--- src/rtl/phy_rx_pkg.sv ---
// Shared types and defaults for the multi-lane serial-to-parallel receiver.
package phy_rx_pkg;

  typedef enum logic [1:0] {
    SEARCH = 2'd0,
    ALIGN  = 2'd1,
    LOCKED = 2'd2
  } lane_state_e;

  localparam int         DEF_WIDTH = 8;
  localparam logic [7:0] DEF_COMMA = 8'hBC;

endpackage

--- src/rtl/phy_rx_s2p_lane.sv ---
// One receive lane: shift register, comma search/alignment FSM and symbol capture.
//   state  | meaning
//   SEARCH | hunting for COMMA at every bit offset
//   ALIGN  | comma found, counting consecutive aligned commas
//   LOCKED | symbol-aligned; non-comma symbols are presented on data/valid
module phy_rx_s2p_lane
  import phy_rx_pkg::*;
#(
  parameter int               WIDTH      = DEF_WIDTH,
  parameter logic [WIDTH-1:0] COMMA      = WIDTH'(DEF_COMMA),
  parameter int               LOCK_COUNT = 4,
  parameter int               MAX_GAP    = 0
) (
  input  logic             clk_8f,
  input  logic             reset_L,
  input  logic             enable,
  input  logic             in,
  output logic [WIDTH-1:0] data,
  output logic             valid,
  output logic             active
);

  localparam int CW  = (WIDTH > 2) ? $clog2(WIDTH) : 1;
  localparam int LCW = $clog2(LOCK_COUNT + 1);
  localparam int GW  = $clog2(MAX_GAP + 2);

  lane_state_e      state, state_nxt;
  logic [WIDTH-1:0] shreg, shreg_nxt, data_nxt, sym;
  logic [CW-1:0]    bit_cnt, bit_cnt_nxt;
  logic [LCW-1:0]   comma_cnt, comma_cnt_nxt;
  logic [GW-1:0]    gap_cnt, gap_cnt_nxt;
  logic             valid_nxt, boundary, is_comma;

  assign sym      = {shreg[WIDTH-2:0], in};
  assign is_comma = (sym == COMMA);
  assign boundary = (bit_cnt == CW'(WIDTH - 1));

  always_comb begin
    state_nxt     = state;
    shreg_nxt     = shreg;
    data_nxt      = data;
    valid_nxt     = valid;
    bit_cnt_nxt   = bit_cnt;
    comma_cnt_nxt = comma_cnt;
    gap_cnt_nxt   = gap_cnt;
    if (!enable) begin
      state_nxt     = SEARCH;
      bit_cnt_nxt   = '0;
      comma_cnt_nxt = '0;
      gap_cnt_nxt   = '0;
      valid_nxt     = 1'b0;
    end else begin
      shreg_nxt   = sym;
      bit_cnt_nxt = boundary ? '0 : bit_cnt + 1'b1;
      case (state)
        SEARCH: begin
          // The comma's last bit sets the phase: the next boundary is WIDTH edges later.
          bit_cnt_nxt = '0;
          if (is_comma) begin
            state_nxt     = (LOCK_COUNT <= 1) ? LOCKED : ALIGN;
            comma_cnt_nxt = LCW'(1);
          end
        end
        ALIGN: begin
          if (boundary) begin
            if (is_comma) begin
              comma_cnt_nxt = comma_cnt + 1'b1;
              if (comma_cnt_nxt == LCW'(LOCK_COUNT)) state_nxt = LOCKED;
            end else begin
              state_nxt     = SEARCH;
              comma_cnt_nxt = '0;
            end
          end
        end
        LOCKED: begin
          if (boundary) begin
            if (is_comma) begin
              valid_nxt   = 1'b0;
              gap_cnt_nxt = '0;
            end else if (MAX_GAP > 0 && gap_cnt == GW'(MAX_GAP)) begin
              // Too long without a comma: drop this symbol and re-acquire.
              state_nxt     = SEARCH;
              valid_nxt     = 1'b0;
              comma_cnt_nxt = '0;
              gap_cnt_nxt   = '0;
            end else begin
              data_nxt    = sym;
              valid_nxt   = 1'b1;
              gap_cnt_nxt = gap_cnt + 1'b1;
            end
          end
        end
        default: state_nxt = SEARCH;
      endcase
    end
  end

  always_ff @(posedge clk_8f or negedge reset_L) begin
    if (!reset_L) begin
      state     <= SEARCH;
      shreg     <= '0;
      data      <= '0;
      valid     <= 1'b0;
      bit_cnt   <= '0;
      comma_cnt <= '0;
      gap_cnt   <= '0;
    end else begin
      state     <= state_nxt;
      shreg     <= shreg_nxt;
      data      <= data_nxt;
      valid     <= valid_nxt;
      bit_cnt   <= bit_cnt_nxt;
      comma_cnt <= comma_cnt_nxt;
      gap_cnt   <= gap_cnt_nxt;
    end
  end

  assign active = (state == LOCKED);

endmodule

--- src/rtl/phy_rx_s2p_n.sv ---
// Multi-lane serial-to-parallel receiver; lanes align and lock independently.
module phy_rx_s2p_n
  import phy_rx_pkg::*;
#(
  parameter int               LANES      = 2,
  parameter int               WIDTH      = DEF_WIDTH,
  parameter logic [WIDTH-1:0] COMMA      = WIDTH'(DEF_COMMA),
  parameter int               LOCK_COUNT = 4,
  parameter int               MAX_GAP    = 0
) (
  input  logic                   clk_8f,
  input  logic                   reset_L,
  input  logic                   enable,
  input  logic [LANES-1:0]       in,
  output logic [LANES*WIDTH-1:0] data_out,
  output logic [LANES-1:0]       valid_out,
  output logic [LANES-1:0]       active,
  output logic                   all_active
);

  for (genvar i = 0; i < LANES; i++) begin : g_lane
    phy_rx_s2p_lane #(
      .WIDTH      (WIDTH),
      .COMMA      (COMMA),
      .LOCK_COUNT (LOCK_COUNT),
      .MAX_GAP    (MAX_GAP)
    ) u_lane (
      .clk_8f  (clk_8f),
      .reset_L (reset_L),
      .enable  (enable),
      .in      (in[i]),
      .data    (data_out[i*WIDTH +: WIDTH]),
      .valid   (valid_out[i]),
      .active  (active[i])
    );
  end

  assign all_active = &active;

endmodule
--- config.mk ---
export PLATFORM = sky130hd
export DESIGN_NAME = phy_rx_s2p_n
export DESIGN_NICKNAME = d
export VERILOG_FILES = /design/src/rtl/phy_rx_pkg.sv /design/src/rtl/phy_rx_s2p_lane.sv /design/src/rtl/phy_rx_s2p_n.sv
export SDC_FILE = /design/constraint.sdc
export NUM_CORES = 1
export LEC_CHECK = 0
export BUFFER_PORTS_ARGS = -buffer_cell sky130_fd_sc_hd__buf_4
export CAP_MARGIN = 25
export CORE_MARGIN = 1.5
export CORE_UTILIZATION = 30
export DETAILED_ROUTE_END_ITERATION = 7
export SYNTH_ARGS = -nofsm -noshare
export SYNTH_HDL_FRONTEND = slang
export SYNTH_SLANG_ARGS = --single-unit
--- constraint.sdc ---
create_clock -name clk_8f -period 2.2 [get_ports clk_8f]
set_input_delay 0.22 -clock clk_8f [delete_from_list [all_inputs] [get_ports clk_8f]]
set_output_delay 0.22 -clock clk_8f [all_outputs]
set_load 0.05 [all_outputs]
# After elaboration in Yosys (flattened, before gate mapping)
# Cells that the tools add are included.
# totals
elab_cells	89
reg_bits	48
out_inout_bits	21
inputBits	5
# classes
mux	36
n_addsub	4
bitwise	2
eq_ne	24
reduce_logical	11
# ops
cell	count
$mux 3	14
$mux 2	10
$eq 8x8->1 const B	2
$reduce_and 4->1	4
$add 3x1->3 const B	4
$eq 3x3->1 const B	4
$ne 3x2->1 const B	4
$pmux 2 s3	2
$pmux 3 s2	2
$mux 1	8
$ne 2x1->1 const B	4
$ne 4x4->1 const B	2
$ne 3x1->1 const B	2
$reduce_and 2->1	3
$reduce_and 3->1	2
$eq 2x1->1 const B	2
$eq 2x2->1 const B	2
$logic_not 2->1	2
$ne 2x2->1 const B	2
$not 1->1	2

# Depth between registers and ports, before layout
# depth
depth_word	7
depth_mapped	7

# Modules after synthesis
# Synthesis repeated with hierarchy kept, for this count alone.
# unflattened
cells_unflattened	181
area_unflattened_um2	2339.7
# by_module_without_submodules
mod	instances	cells_per_inst	area_each_um2
phy_rx_s2p_lane at g_lane[1].u_lane	1	92	1187.4
phy_rx_s2p_lane at g_lane[0].u_lane	1	88	1146.1
phy_rx_s2p_n	1	1	6.3

# Worst setup path before layout
# No wires, ideal clock.
# synth_timing
path_kind	register to register
startpoint	register g_lane[0].u_lane.bit_cnt[0]
endpoint	register g_lane[0].u_lane.data[0]
required_time_ns	2.075
path_stages_with_launch	7
setup_ns	0.125
setup_slack_ns	0.559
arrival_time_ns	1.516
n_path_buf	1
synth_period_minus_slack_ns	1.641
cell_sequence	dfrtp_1 -> ha_1 -> ha_1 -> buf_2 -> nand2_2 -> nor3b_4 -> mux2_2
# synth_between
elab_chain_cells	2
# synth_lines
item	line_no	rtl
start, declared	phy_rx_s2p_lane.sv:29	logic [CW-1:0] bit_cnt, bit_cnt_nxt;
start signal, assigned	phy_rx_s2p_lane.sv:112	bit_cnt <= bit_cnt_nxt;
$eq 3x3->1	phy_rx_s2p_lane.sv:36	assign boundary = (bit_cnt == CW'(WIDTH - 1));
$reduce_and 4->1 (no source line)	-	
end signal, assigned	phy_rx_s2p_lane.sv:110	data <= data_nxt;
end, declared	phy_rx_s2p_lane.sv:18	output logic [WIDTH-1:0] data,
# No other way between the ends.
# A chain may end at the register's enable or synchronous reset.

# Worst setup path in the final report
# layout_timing
startpoint	register g_lane[1].u_lane.bit_cnt[0]
endpoint	register g_lane[1].u_lane.data[5]
# layout_between
elab_chain_cells	2
# layout_lines
item	line_no
start, declared	phy_rx_s2p_lane.sv:29
start signal, assigned	phy_rx_s2p_lane.sv:112
$eq 3x3->1	phy_rx_s2p_lane.sv:36
$reduce_and 4->1 (no source line)	-
end signal, assigned	phy_rx_s2p_lane.sv:110
end, declared	phy_rx_s2p_lane.sv:18
# No other way between the ends.

==> impl_metrics.yaml <==
min_path:
  min_path_type: "in -> reg"
logic_synthesis:
  synth_fp_nets: 187
  synth_compound_area_share_pct: 6.39
  synth_most_common_cell: "dfrtp_1"
  yosys_most_used_dff: "dfrtp_1"
  synthCells: 174
  synthTopCellsByArea: "dfrtp_1 54%, mux2_2 15%, ha_1 4.5%, nand2_1 1.9%, nor3_4 1.5%"
  syn_area_sq_mm: 0.00221
  yosysSeqAreaShare_pct: 54.3
  yosys.cell_types.count: 45
  synth_seq_cells: 48
  yosys-top-cells-count: "48 x dfrtp_1, 30 x mux2_2, 11 x nand2_1"
  synth_fa_ha_area_share_pct: 4.52
  yosys.area_share.simple_pct: 15.5
  synth_top_family_by_area: "simple AND/OR/NAND/NOR gates"
  synth-async-reset-ratio_pct: 100
  synthMuxAreaShare_pct: 15.3
  synth_edf_count: 0
  yosys.area_share.xor_xnor_pct: 0.791
  post-synth-top-area-cell: "dfrtp_1"
  synth_top_area_share_pct: 54.3
  synth_area_per_cell_sq_um: 12.7
  ys.warnings.count: 0
drt:
  dr.pass1.iters: 4
  antenna_left: 0
  vias: 1409
  drt-total-wl_mm: 3.66
  drc_errors: 0
  drtIter0Drc: 87
  detail_route.wl_per_cell_um: 12.2
  avgViaCountPerCell: 4.70
die:
  die_area_sq_mm: 0.00790
  initial_core_util_pct: 30.8
  rows: 31
  die_w_um: 88.9
  ioPinCount: 26
  die_y_um: 88.9
  core_sq_mm: 0.00718
global_routing:
  grt_pass1_vias: 1408
  overflow: 0
  antenna_found_initial: 0
  grt_usage_pct: 10.7
  grt_pass1_wl_mm: 6.54
  grt_start_max_net_pins: 49
critical_path:
  slowest_stage: "mux2_2"
  crit_chain: "ha_1 > ha_1 > nand2_1 > nor3_4 > mux2_2"
  cp-start-kind: "flip-flop"
  critPathTopFamily: "simple AND/OR/NAND/NOR gates"
  slowest_delay_ns: 0.38
  cp.buffers_inverters: 0
  cpMostUsedCell: "ha_1"
  cp.required_ns: 2.40
  cp_data_arrival_time_ns: 2.00
  crit_fanout: 9
  setup.worst_path.end_class: "flip-flop"
  worstSetupPathType: "reg -> reg"
timing:
  min_period_ns: 1.81
  max_slew_margin_pct: 60.6
  fin_crit_sh_pct: 82.2
  setup_viol: 0
  skew_ns: 0.00410
  fmax_mhz: 553
  slew_viol_final: 0
  fin_setup_tns_ns: 0
  hold_viol_final: 0
  worst_slew_pin_slew_ns: 0.591
  whs_ns: 0.161
  grt_setup_unrepaired: "false"
power_and_ir_drop:
  leakage_nw: 1.28
  powerDensity_mw_per_mm2: 680
  ir_drop_v: 0.000437
clock_tree:
  clk_pin_slew_ns: 0.09
  cts.path.max_buffers: 2
  htree_levels: 2
  cts-buffers-inserted: 5
  holdBufCountCts: 1
  root_buffer: "clkbuf_8"
  cts_tree: "built"
  cts_setup_buffers: 0
  cts_resized: 0
  clkLatencyLatePin_ns: 0.30
  cts.sinks: 48
placement:
  dpl.cell_count: 291
  port_buffers: 25
  dp_hpwl_mm: 2.52
  gp_congestion: 0.754
  place_area_sq_mm: 0.00249
final_layout:
  nets: 213
  fin_cells: 300
  area_growth_pct: 17.9
  nFillCells: 714
  drive_gt1_share_pct: 36.8
  design_area_sq_mm: 0.00261
  antenna_cells: 0
outcome:
  run_status: "finished, final reports clean"
job:
  drv_cap: 0
## placed cells by master, fill, tap and decap left out, drive strengths merged, types with 5 or more instances in the layout
| cell | instances |
|---|---|
| buf | 27 |
| clkbuf | 5 |
| dfrtp | 48 |
| ha | 8 |
| mux2 | 30 |
| nand2 | 12 |
| nor2 | 8 |
## final cells by class
cell class | instances | area, sq um | area share (%)
Timing Repair Buffer | 28 | 213 | 8.15
Inverter | 5 | 18.8 | 0.719
Clock inverter | 3 | 42.5 | 1.63
Clock buffer | 5 | 68.8 | 2.64
Multi-Input combinational cell | 112 | 941 | 36.1
Sequential cell | 48 | 1200 | 46.0
Tap cell | 99 | 124 | 4.75
## sequential cells by signal, indices dropped and copies added, names as in the netlist
name,cells
g_lane.u_lane.shreg,14
g_lane.u_lane.valid,2
g_lane.u_lane.comma_cnt,6
g_lane.u_lane.data,16
g_lane.u_lane.bit_cnt,6
g_lane.u_lane.state,4
## worst reg2reg max path, stage by stage (launching register included)
cell     delay (ns)
dfrtp_1        0.36
ha_1           0.15
ha_1           0.27
nand2_1        0.16
nor3_4         0.38
mux2_2         0.39
## routing by layer
layer  global-route usage [%]  routed length (um)
met1                     13.6                1850
met2                     17.4                1600
met3                     2.86                 139
met4                     4.69                  72
met5                        0                   0
## per-stage QoR
step	total power, mW	util (%)	worst slack, ns
floorplan	1.10	-	0.559
global placement	1.15	34.7	0.391
CTS	1.80	36.4	0.345
global route	1.86	36.4	0.250
finish	1.77	36.4	0.392
detailed placement	1.16	34.7	0.347
## kinds of logic (layout without fill, tap and decap cells)
kind of cell / count (synthesis) / in the layout
compound gates: 19 / 19
xor+xnor: 2 / 2
fa+ha+maj: 8 / 8
buf+inv: 14 / 41
flops: 48 / 48
mux: 30 / 30
simple gates: 53 / 53
## worst paths after layout
check | start | to | slack (ns) | cells past startpoint
max | g_lane[1].u_lane.bit_cnt[0] | g_lane[1].u_lane.data[5] | 0.39 | 5
min | in[1] | g_lane[1].u_lane.data[0] | 0.16 | 2
max reg2reg | g_lane[1].u_lane.bit_cnt[0] | g_lane[1].u_lane.data[5] | 0.39 | 5
min reg2reg | g_lane[1].u_lane.bit_cnt[0] | g_lane[1].u_lane.bit_cnt[0] | 0.45 | 1
max in group asynchronous | reset_L | g_lane[0].u_lane.data[1] | 1.34 | 2
min in group asynchronous | reset_L | g_lane[1].u_lane.shreg[6] | 0.46 | 2
## where the power goes
part / leakage (nW) / internal, mW / switching, mW
clock network: 0.0541 / 0.336 / 0.299
logic: 0.585 / 0.0705 / 0.0612
registers: 0.639 / 0.947 / 0.0602
Power figures use the tool's default switching activity.
